`config.mk`:
```
export PLATFORM = sky130hd
export DESIGN_NAME = vecdot_accum
export DESIGN_NICKNAME = d
export VERILOG_FILES = /design/src/rtl/vecdot_pkg.sv /design/src/rtl/vecdot_accum_tree.sv /design/src/rtl/vecdot_accum.sv
export SDC_FILE = /design/constraint.sdc
export NUM_CORES = 1
export LEC_CHECK = 0
export CAP_MARGIN = 20
export CORE_ASPECT_RATIO = 0.9
export CORE_UTILIZATION = 40
export CTS_CLUSTER_SIZE = 24
export DETAILED_ROUTE_END_ITERATION = 6
export PLACE_DENSITY = 0.69
export SLEW_MARGIN = 20
export SYNTH_ARGS = -nofsm -noshare
export SYNTH_HDL_FRONTEND = slang
export SYNTH_HIERARCHICAL = 1
export SYNTH_SLANG_ARGS = --single-unit
```
`constraint.sdc`:
```
create_clock -name clk -period 10.55 [get_ports clk]
set_input_delay 2.11 -clock clk [delete_from_list [all_inputs] [get_ports clk]]
set_output_delay 2.11 -clock clk [all_outputs]
set_load 0.005 [all_outputs]
```
`src/rtl/vecdot_pkg.sv`:
```
// Shared types and constants for the vector dot-product accumulator.
// sat16 clamps a wide signed sum into a Q8.8 result and flags the clamp.
package vecdot_pkg;

   localparam int LANES    = 16;
   localparam int DW       = 16;
   localparam int ACC_W    = 32;
   localparam int TREE_LAT = 4;
   localparam int Q_FRAC   = 8;
   localparam int TREE_W   = DW + 4;

   localparam logic signed [ACC_W-1:0] Q_MAX = 32'sd32767;
   localparam logic signed [ACC_W-1:0] Q_MIN = -32'sd32768;

   typedef enum logic [1:0] {
      IDLE  = 2'd0,
      ACCUM = 2'd1,
      DRAIN = 2'd2
   } state_e;

   typedef struct packed {
      logic          ovf;
      logic [DW-1:0] val;
   } sat_t;

   function automatic sat_t sat16(input logic signed [ACC_W-1:0] x);
      sat_t r;
      if (x > Q_MAX) begin
         r.ovf = 1'b1;
         r.val = 16'h7FFF;
      end else if (x < Q_MIN) begin
         r.ovf = 1'b1;
         r.val = 16'h8000;
      end else begin
         r.ovf = 1'b0;
         r.val = x[DW-1:0];
      end
      return r;
   endfunction

endpackage

```
`src/rtl/vecdot_accum_tree.sv`:
```
// Registered signed 16->8->4->2->1 reduction; each level grows one bit.
// valid/last tags ride a shift register matching the four-level latency.
import vecdot_pkg::*;

module vec_add_tree_16 (
   input  logic                     clk,
   input  logic                     rst,
   input  logic [LANES*DW-1:0]      data,
   input  logic                     in_v,
   input  logic                     in_last,
   output logic signed [TREE_W-1:0] sum,
   output logic                     out_v,
   output logic                     out_last
);

   logic signed [DW-1:0] lane_s [LANES];
   logic signed [DW:0]   l1_r   [LANES/2];
   logic signed [DW+1:0] l2_r   [LANES/4];
   logic signed [DW+2:0] l3_r   [LANES/8];
   logic signed [DW+3:0] l4_r;
   logic [TREE_LAT-1:0]  v_r;
   logic [TREE_LAT-1:0]  last_r;

   for (genvar g = 0; g < LANES; g++) begin : g_lane
      assign lane_s[g] = data[g*DW +: DW];
   end

   // Tag pipeline; only the tags need clearing so no stale sum is ever consumed
   always_ff @(posedge clk) begin
      if (rst) begin
         v_r    <= {TREE_LAT{1'b0}};
         last_r <= {TREE_LAT{1'b0}};
      end else begin
         v_r    <= {v_r[TREE_LAT-2:0], in_v};
         last_r <= {last_r[TREE_LAT-2:0], in_v & in_last};
      end
   end

   // Data pipeline: sign-extended pairwise adds, one level per stage
   always_ff @(posedge clk) begin
      for (int i = 0; i < LANES/2; i++) begin
         l1_r[i] <= {lane_s[2*i][DW-1], lane_s[2*i]} + {lane_s[2*i+1][DW-1], lane_s[2*i+1]};
      end
      for (int i = 0; i < LANES/4; i++) begin
         l2_r[i] <= {l1_r[2*i][DW], l1_r[2*i]} + {l1_r[2*i+1][DW], l1_r[2*i+1]};
      end
      for (int i = 0; i < LANES/8; i++) begin
         l3_r[i] <= {l2_r[2*i][DW+1], l2_r[2*i]} + {l2_r[2*i+1][DW+1], l2_r[2*i+1]};
      end
      l4_r <= {l3_r[0][DW+2], l3_r[0]} + {l3_r[1][DW+2], l3_r[1]};
   end

   assign sum      = l4_r;
   assign out_v    = v_r[TREE_LAT-1];
   assign out_last = last_r[TREE_LAT-1];

endmodule

```
`src/rtl/vecdot_accum.sv`:
```
// Captures 16-lane product beats, reduces them through the adder tree and
// accumulates a programmed number of beats into one saturated Q8.8 result.
import vecdot_pkg::*;

module vecdot_accum (
   input  logic                clk,
   input  logic                rst,
   input  logic                mult_res_v,
   input  logic [LANES*DW-1:0] mult_res,
   input  logic                start,
   input  logic [7:0]          vec_len,
   output logic                busy,
   output logic                dot_v,
   output logic [DW-1:0]       dot_res,
   output logic                dot_ovf,
   output logic                drop_err
);

   state_e                     state_r;
   logic [8:0]                 beats_left_r;
   logic [LANES*DW-1:0]        in_data_r;
   logic                       in_v_r;
   logic                       in_last_r;
   logic signed [ACC_W-1:0]    acc_r;
   logic signed [TREE_W-1:0]   tree_sum_s;
   logic                       tree_v_s;
   logic                       tree_last_s;
   logic signed [ACC_W-1:0]    tree_ext_s;
   logic signed [ACC_W-1:0]    final_s;
   logic                       beat_s;
   sat_t                       sat_s;

   assign beat_s     = mult_res_v && (state_r == ACCUM);
   assign tree_ext_s = {{(ACC_W-TREE_W){tree_sum_s[TREE_W-1]}}, tree_sum_s};
   assign final_s    = acc_r + tree_ext_s;
   assign sat_s      = sat16(final_s);

   vec_add_tree_16 u_tree (
      .clk      (clk),
      .rst      (rst),
      .data     (in_data_r),
      .in_v     (in_v_r),
      .in_last  (in_last_r),
      .sum      (tree_sum_s),
      .out_v    (tree_v_s),
      .out_last (tree_last_s)
   );

   // Data is captured on any valid beat; only beats seen in ACCUM are tagged valid
   always_ff @(posedge clk) begin
      if (rst) begin
         in_data_r <= {(LANES*DW){1'b0}};
         in_v_r    <= 1'b0;
         in_last_r <= 1'b0;
      end else begin
         if (mult_res_v) begin
            in_data_r <= mult_res;
         end
         in_v_r    <= beat_s;
         in_last_r <= beat_s && (beats_left_r == 9'd1);
      end
   end

   // Control FSM, accumulator and registered result outputs
   always_ff @(posedge clk) begin
      if (rst) begin
         state_r      <= IDLE;
         beats_left_r <= 9'd0;
         acc_r        <= {ACC_W{1'b0}};
         busy         <= 1'b0;
         dot_v        <= 1'b0;
         dot_res      <= {DW{1'b0}};
         dot_ovf      <= 1'b0;
         drop_err     <= 1'b0;
      end else begin
         dot_v <= 1'b0;
         if (mult_res_v && (state_r != ACCUM)) begin
            drop_err <= 1'b1;
         end
         if (tree_v_s) begin
            acc_r <= final_s;
            if (tree_last_s) begin
               dot_res <= sat_s.val;
               dot_ovf <= sat_s.ovf;
               dot_v   <= 1'b1;
            end
         end
         case (state_r)
            IDLE: begin
               if (start) begin
                  beats_left_r <= (vec_len == 8'd0) ? 9'd256 : {1'b0, vec_len};
                  acc_r        <= {ACC_W{1'b0}};
                  state_r      <= ACCUM;
                  busy         <= 1'b1;
               end
            end
            ACCUM: begin
               if (mult_res_v) begin
                  beats_left_r <= beats_left_r - 9'd1;
                  if (beats_left_r == 9'd1) begin
                     state_r <= DRAIN;
                  end
               end
            end
            DRAIN: begin
               if (tree_v_s && tree_last_s) begin
                  state_r <= IDLE;
                  busy    <= 1'b0;
               end
            end
            default: begin
               state_r <= IDLE;
               busy    <= 1'b0;
            end
         endcase
      end
   end

endmodule

```
==> results.sh, run 1 <==
export IMPL_status="complete, no violations"
export IMPL_cts_resized=0
export IMPL_cts_buffers=68
export IMPL_grtUsageTotal=0.176
export IMPL_cp_max_fo=16
export IMPL_drc=0
export IMPL_worstHoldPathType="register to register"
export IMPL_final_common_cell="dfxtp_1"
export IMPL_clock_root_buffer="clkbuf_16"
export IMPL_async_flop_share=0
export IMPL_rows=95
export IMPL_yosys_top_cells_area="dfxtp_1 (39%), ha_1 (12%), mux2i_1 (9.5%), nor2_1 (5.6%), xnor2_1 (4.2%)"
export IMPL_design_core_area_um2=74600
export IMPL_drive_gt1_frac=0.0533
export IMPL_cts_setup_buffers=0
export IMPL_crit_family="simple AND/OR/NAND/NOR gates"
export IMPL_pwr_density_cell_nw_per_um2=222
export IMPL_fin_skew_ns=0.0139
export IMPL_worstPathArrival_ns=4.95
export IMPL_routed_wirelength_um=68300
export IMPL_critical_path_cell_chain="ha_1 > and2_1 > and4_1 > a21o_1 > a311o_1 > or3_1 > a21o_1 > nor4_1 > nand4_1 > or4_1 > o21ai_2 > a211oi_1"
export IMPL_hold_path_startpoint="in_last_r"
export IMPL_p_int_uw=5360
export IMPL_dieArea_um2=76600
export IMPL_synth_seq_area_share=0.394
export IMPL_die_width_um=292
export IMPL_die_h_um=263
export IMPL_syn_cell_area_um2=30200
export IMPL_post_drt_wl_per_cell_um=15.2
export IMPL_yosysTopAreaCell="dfxtp_1"
export IMPL_first_global_vias=22386
export IMPL_hold_viol=0
export IMPL_synth_top_flop_cell="dfxtp_1"
export IMPL_slew_viol_final=0
export IMPL_syn_avg_cell_area_um2=9.40
export IMPL_worstHoldEndpoint="u_tree/last_r[0]"
export IMPL_clk_pin_slew_ns=0.06
export IMPL_swShare=0.335
export IMPL_r2r_start="u_tree/sum[19]"
export IMPL_path_common_cell="a21o_1"
export IMPL_tritoncts="done"
export IMPL_whs_path_depth=1
export IMPL_drv_cap=0
export IMPL_syn2layout_area_growth_pct=20.1
export IMPL_antenna_found_initial=0
export IMPL_crit_path_start_kind="register"
export IMPL_design_area_um2=36300
export IMPL_slowest_stage="dfxtp_1"
export IMPL_grt_max_degree=124
export IMPL_clk_latency_ns=0.59
export IMPL_drt_iter0_drc=1247
export IMPL_finalSetupTns_ns=0
export IMPL_yosys_warnings=6
export IMPL_power_switching_uw=2700
export IMPL_vias_per_cell=5.15
export IMPL_fmax_mhz=221
export IMPL_max_stage_delay_ns=0.71
export IMPL_dp_hpwl_um=51300
export IMPL_synth_nets=3779
export IMPL_gp_congestion=0.860
export IMPL_setup_viol_count_final=0
export IMPL_max_slew_worst_pin_slew_ns=1.12
export IMPL_synth_top_family_by_area="compound AO/OA/AOI/OAI gates"
export IMPL_cp_required_ns=10.97
export IMPL_synthSimpleGateAreaFrac=0.134
export IMPL_cts_sinks=595
export IMPL_clkPwrFrac=0.298
export IMPL_grt_pass1_wl_um=112000
export IMPL_diodes=0
export IMPL_netlist_area_leader_share=0.394
export IMPL_rsz0062_at_grt="false"
export IMPL_final_cell_mix="dfxtp_1 (594), nor2_1 (451), mux2i_1 (288)"
export IMPL_synth_compound_area_frac=0.160
export IMPL_p_leak_uw=0.0163
export IMPL_hold_ws_ns=0.429
export IMPL_place_area_um2=34000
export IMPL_ys_types=90
export IMPL_synth_seq_cells=595
export IMPL_synthXorXnorAreaFrac=0.0627
export IMPL_period_needed_ns=4.52
export IMPL_holdBufCountCts=0
export IMPL_synthCells=3211
export IMPL_reg2reg_depth=12
export IMPL_clockBufferDepth=3
export IMPL_ios=288
export IMPL_grt_overflow=0
export IMPL_p_comb_frac=0.345
export IMPL_reg2reg_setup_slack_ns=6.03
export IMPL_seqPwrFrac=0.357
export IMPL_muxShareOfSynthArea=0.0958
export IMPL_slew_headroom=0.252
export IMPL_cts_max_level=3
export IMPL_num_vias=23166
export IMPL_post_route_util=0.486
export IMPL_rr_endpoint="dot_ovf"
export IMPL_portBuffers=287
export IMPL_initial_utilization=0.405
export IMPL_final_nets=4043
export IMPL_vdd_drop_max_uv=120
export IMPL_cp_end_kind="register"
export IMPL_firstDrtPassIters=7
export IMPL_period_share=0.429
export IMPL_synth_fa_ha_area_frac=0.128
export IMPL_worstSetupPathType="register to register"
export IMPL_synth_edff_count=0
export IMPL_critical_path_buf_inv_count=0
export IMPL_final_antenna_net_count=0
-- sequential cells by signal (all words and copies together) (netlist names), 2 cells and up --
name and cells:
u_tree/l2_r 72, state_r 2, beats_left_r 9, u_tree/l3_r 38, dot_res 16, in_data_r 256
u_tree/v_r 4, u_tree/l1_r 136, u_tree/last_r 4, u_tree/sum 20, acc_r 32
-- cell families after synthesis --
family	after synthesis
AND/OR/NAND/NOR	894
AO/OA/AOI/OAI	722
flip-flops	595
adder cells (fa/ha/maj)	300
multiplexers	289
XOR/XNOR	216
buffers and inverters	195
-- how the worst max path moves through the flow --
stage	start	end	cells after the start
global route	u_tree/sum[19]	dot_res[14]	12
finish	u_tree/sum[19]	dot_ovf	12
detailed placement	mult_res_v	in_data_r[254]	5
CTS	u_tree/sum[19]	dot_ovf	12
floorplan	u_tree/sum[19]	dot_res[5]	13
global placement	mult_res_v	in_data_r[234]	5
-- per-layer routing --
metal  GRT usage  wire (um)  vias to the layer above
li1            -          -                    11997
met1       0.242      33800                    10693
met2       0.284      30700                      388
met3      0.0271       2350                       88
met4      0.0509       1490                        0
met5           0          0                        -
-- cell type report --
type / count / area [um^2]
clock buffer: 93 / 1950
clock inverter: 30 / 349
fill: 6959 / 38400
sequential: 595 / 11900
timing repair buffer: 293 / 2940
multi-input combinational: 2421 / 17500
tap: 970 / 1210
inverter: 96 / 360
-- through the flow --
| step | total power (uW) | std cells | setup WS (ns) |
|---|---|---|---|
| 2_1_floorplan | 4970 | 3211 | 6.87 |
| 3_3_place_gp | 5670 | 4375 | 5.85 |
| 3_5_place_dp | 5690 | 4375 | 5.81 |
| 4_1_cts | 8150 | 4498 | 6.09 |
| 5_1_grt | 8600 | 4498 | 5.77 |
| 6_report | 8060 | 4498 | 6.03 |
-- power by group through the flow --
stage	Sequential [uW]	Clock (uW)	Combinational (uW)
3_3_place_gp	2930	0	2740
2_1_floorplan	2810	0	2160
6_report	2880	2400	2780
5_1_grt	2910	2570	3110
4_1_cts	2880	2480	2790
3_5_place_dp	2930	0	2770
-- synthesized netlist by cell type, types with 42 or more instances --
| master | instances |
|---|---|
| a21o_1 | 100 |
| a21oi_1 | 211 |
| clkbuf_1 | 64 |
| dfxtp_1 | 595 |
| ha_1 | 284 |
| inv_1 | 96 |
| mux2i_1 | 288 |
| nand2_1 | 134 |
| nand3_1 | 58 |
| nor2_1 | 451 |
| nor2b_1 | 42 |
| nor3_1 | 53 |
| o21ai_0 | 117 |
| xnor2_1 | 146 |
| xor2_1 | 70 |
-- worst register-to-register path, delay by kind of cell, from the launching register on --
| kind | cells | cell delay (ns) |
|---|---|---|
| adders and majority gates | 1 | 0.43 |
| AOI/OAI and AO/OA | 5 | 1.60 |
| DFF | 1 | 0.71 |
| and+or+nand+nor | 6 | 1.63 |
No activity file was read; power rests on OpenSTA's default activity.
==> run 2: changes to the inputs <==
==> constraint.sdc (replaced) <==
create_clock -name clk -period 4.7 [get_ports clk]
set_input_delay 0.94 -clock clk [delete_from_list [all_inputs] [get_ports clk]]
set_output_delay 0.94 -clock clk [all_outputs]
set_load 0.005 [all_outputs]
==> results.sh, run 2 (synthesis gave the netlist of run 1 again) <==
export IMPL_reg2reg_depth=14
export IMPL_final_antenna_net_count=0
export IMPL_hold_ws_ns=0.430
export IMPL_setup_viol_count_final=0
export IMPL_pwr_density_cell_nw_per_um2=505
export IMPL_max_slew_worst_pin_slew_ns=0.978
export IMPL_cts_buffers=68
export IMPL_ios=288
export IMPL_clk_pin_slew_ns=0.06
export IMPL_drv_cap=0
export IMPL_top_register="in_data_r"
export IMPL_critical_path_cell_chain="ha_1 > inv_1 > fa_1 > nand2b_1 > a21oi_1 > nand2b_1 > a311o_1 > nor4_1 > a311oi_1 > nand4_1 > or4_4 > o21ai_4 > nand2_1 > a211oi_1"
export IMPL_fin_ws_ns=0.609
export IMPL_slew_viol_final=0
export IMPL_r2r_start="acc_r[0]"
export IMPL_grt_pass1_wl_um=109000
export IMPL_first_global_vias=21833
export IMPL_cts_setup_buffers=0
export IMPL_multi_input_area_um2=17500
export IMPL_worstHoldPathType="register to register"
export IMPL_grt_max_degree=166
export IMPL_max_stage_delay_ns=0.54
export IMPL_clock_root_buffer="clkbuf_16"
export IMPL_period_needed_ns=4.09
export IMPL_die_h_um=263
export IMPL_final_common_cell="dfxtp_1"
export IMPL_crit_path_start_kind="register"
export IMPL_rr_endpoint="dot_res[4]"
export IMPL_initial_utilization=0.405
export IMPL_whs_path_depth=1
export IMPL_reg_largest_list="in_data_r (256), u_tree/l1_r (136), u_tree/l2_r (72)"
export IMPL_die_width_um=292
export IMPL_reg2reg_setup_slack_ns=0.61
export IMPL_final_nets=4048
export IMPL_cp_required_ns=5.20
export IMPL_grt_overflow=0
export IMPL_cp_end_kind="register"
export IMPL_num_vias=23133
export IMPL_fmax_mhz=244
export IMPL_antenna_found_initial=1
export IMPL_portBuffers=287
export IMPL_status="complete, no violations"
export IMPL_finalSetupTns_ns=0
export IMPL_worstPathArrival_ns=4.59
export IMPL_cts_sinks=595
export IMPL_slew_headroom=0.348
export IMPL_fin_skew_ns=0.0205
export IMPL_grtUsageTotal=0.172
export IMPL_place_ws_ns=0.693
export IMPL_holdBufCountCts=0
export IMPL_hold_path_startpoint="in_last_r"
export IMPL_dp_hpwl_um=50700
export IMPL_cts_max_level=3
export IMPL_final_cell_mix="dfxtp_1 (594), nor2_1 (451), mux2i_1 (288)"
export IMPL_hold_viol=0
export IMPL_routed_wirelength_um=67500
export IMPL_worstHoldEndpoint="u_tree/last_r[0]"
export IMPL_period_share=0.870
export IMPL_vdd_drop_max_uv=276
export IMPL_slowest_stage="or4_4"
export IMPL_dieArea_um2=76600
export IMPL_rsz0062_at_grt="false"
export IMPL_tritoncts="done"
export IMPL_gp_congestion=0.898
export IMPL_design_core_area_um2=74600
export IMPL_cts_resized=0
export IMPL_largest_reg_flops=256
export IMPL_syn2layout_area_growth_pct=20.6
export IMPL_worstSetupPathType="register to register"
export IMPL_p_leak_uw=0.0164
export IMPL_post_route_util=0.488
export IMPL_drive_gt1_frac=0.0555
export IMPL_seqCellArea_um2=11900
export IMPL_firstDrtPassIters=5
export IMPL_nFillCells=6955
export IMPL_rows=95
export IMPL_clk_latency_ns=0.59
export IMPL_path_common_cell="nand2b_1"
export IMPL_vias_per_cell=5.14
export IMPL_post_drt_wl_per_cell_um=15.0
export IMPL_clockBufferDepth=3
export IMPL_drc=0
export IMPL_cp_max_fo=16
export IMPL_drt_iter0_drc=1005
## run 2: changes by cell type in the layout (fill, tap and decap cells not counted), moves of 3 or more
| cell | before | now |
|---|---|---|
| clkbuf_1 | 12 | 6 |
| clkbuf_8 | 11 | 8 |
| buf_4 | 5 | 8 |
| bufinv_16 | 6 | 11 |
## run 2: metal layers
layer	global-route usage	part of all wire
met1	0.242	0.50
met2	0.270	0.44
met3	0.0272	0.038
met4	0.0512	0.024
met5	0	0
## run 2: layout make-up
type / instances / share of cell area
multi-input cells: 2421 / 0.482
inverters: 96 / 0.00989
diodes: 1 / 0.0000687
clock inverters: 35 / 0.0132
repair buffers: 298 / 0.0824
flip-flops and latches: 595 / 0.327
clock buffers: 85 / 0.0524
well taps: 970 / 0.0333
## run 2: metrics by stage
stage          cells  area, um^2  power [uW]
2_1_floorplan   3211       30200       11200
3_3_place_gp    4380       34000       12800
3_5_place_dp    4380       34000       12800
4_1_cts         4500       36400       18600
5_1_grt         4500       36400       19600
6_report        4501       36400       18400
## run 2: worst max-delay path, delay by kind of cell, from the launching register on
| kind | cells | cell delay, ns |
|---|---|---|
| AO/OA/AOI/OAI | 5 | 1.73 |
| AND/OR/NAND/NOR | 6 | 1.30 |
| adder cells (fa/ha/maj) | 2 | 0.57 |
| flip-flops | 1 | 0.33 |
| buffers and inverters | 1 | 0.06 |
## run 2: worst max-delay path by stage
stage,start,endpoint,depth (start not counted)
2_1_floorplan,u_tree/sum[19],dot_res[5],13
3_3_place_gp,acc_r[0],dot_res[0],14
3_5_place_dp,acc_r[0],dot_res[4],14
4_1_cts,acc_r[0],dot_res[4],14
5_1_grt,acc_r[0],dot_res[0],14
6_report,acc_r[0],dot_res[4],14
## run 2: power breakdown
| part | switching (uW) | leakage, uW | total, uW | internal, uW |
|---|---|---|---|---|
| combinational | 3490 | 0.0103 | 6290 | 2810 |
| clock | 2140 | 0.00118 | 5640 | 3490 |
| sequential | 473 | 0.00494 | 6450 | 5980 |
==> run 3: changes to the inputs <==
--- a/config.mk
+++ b/config.mk
@@ -5,6 +5,7 @@
 export SDC_FILE = /design/constraint.sdc
 export NUM_CORES = 1
 export LEC_CHECK = 0
+export ABC_CLOCK_PERIOD_IN_PS = 4700
 export CAP_MARGIN = 20
 export CORE_ASPECT_RATIO = 0.9
 export CORE_UTILIZATION = 40
==> results of run 3 <==
Final layout, timing and power as in run 2 (identical DEF).
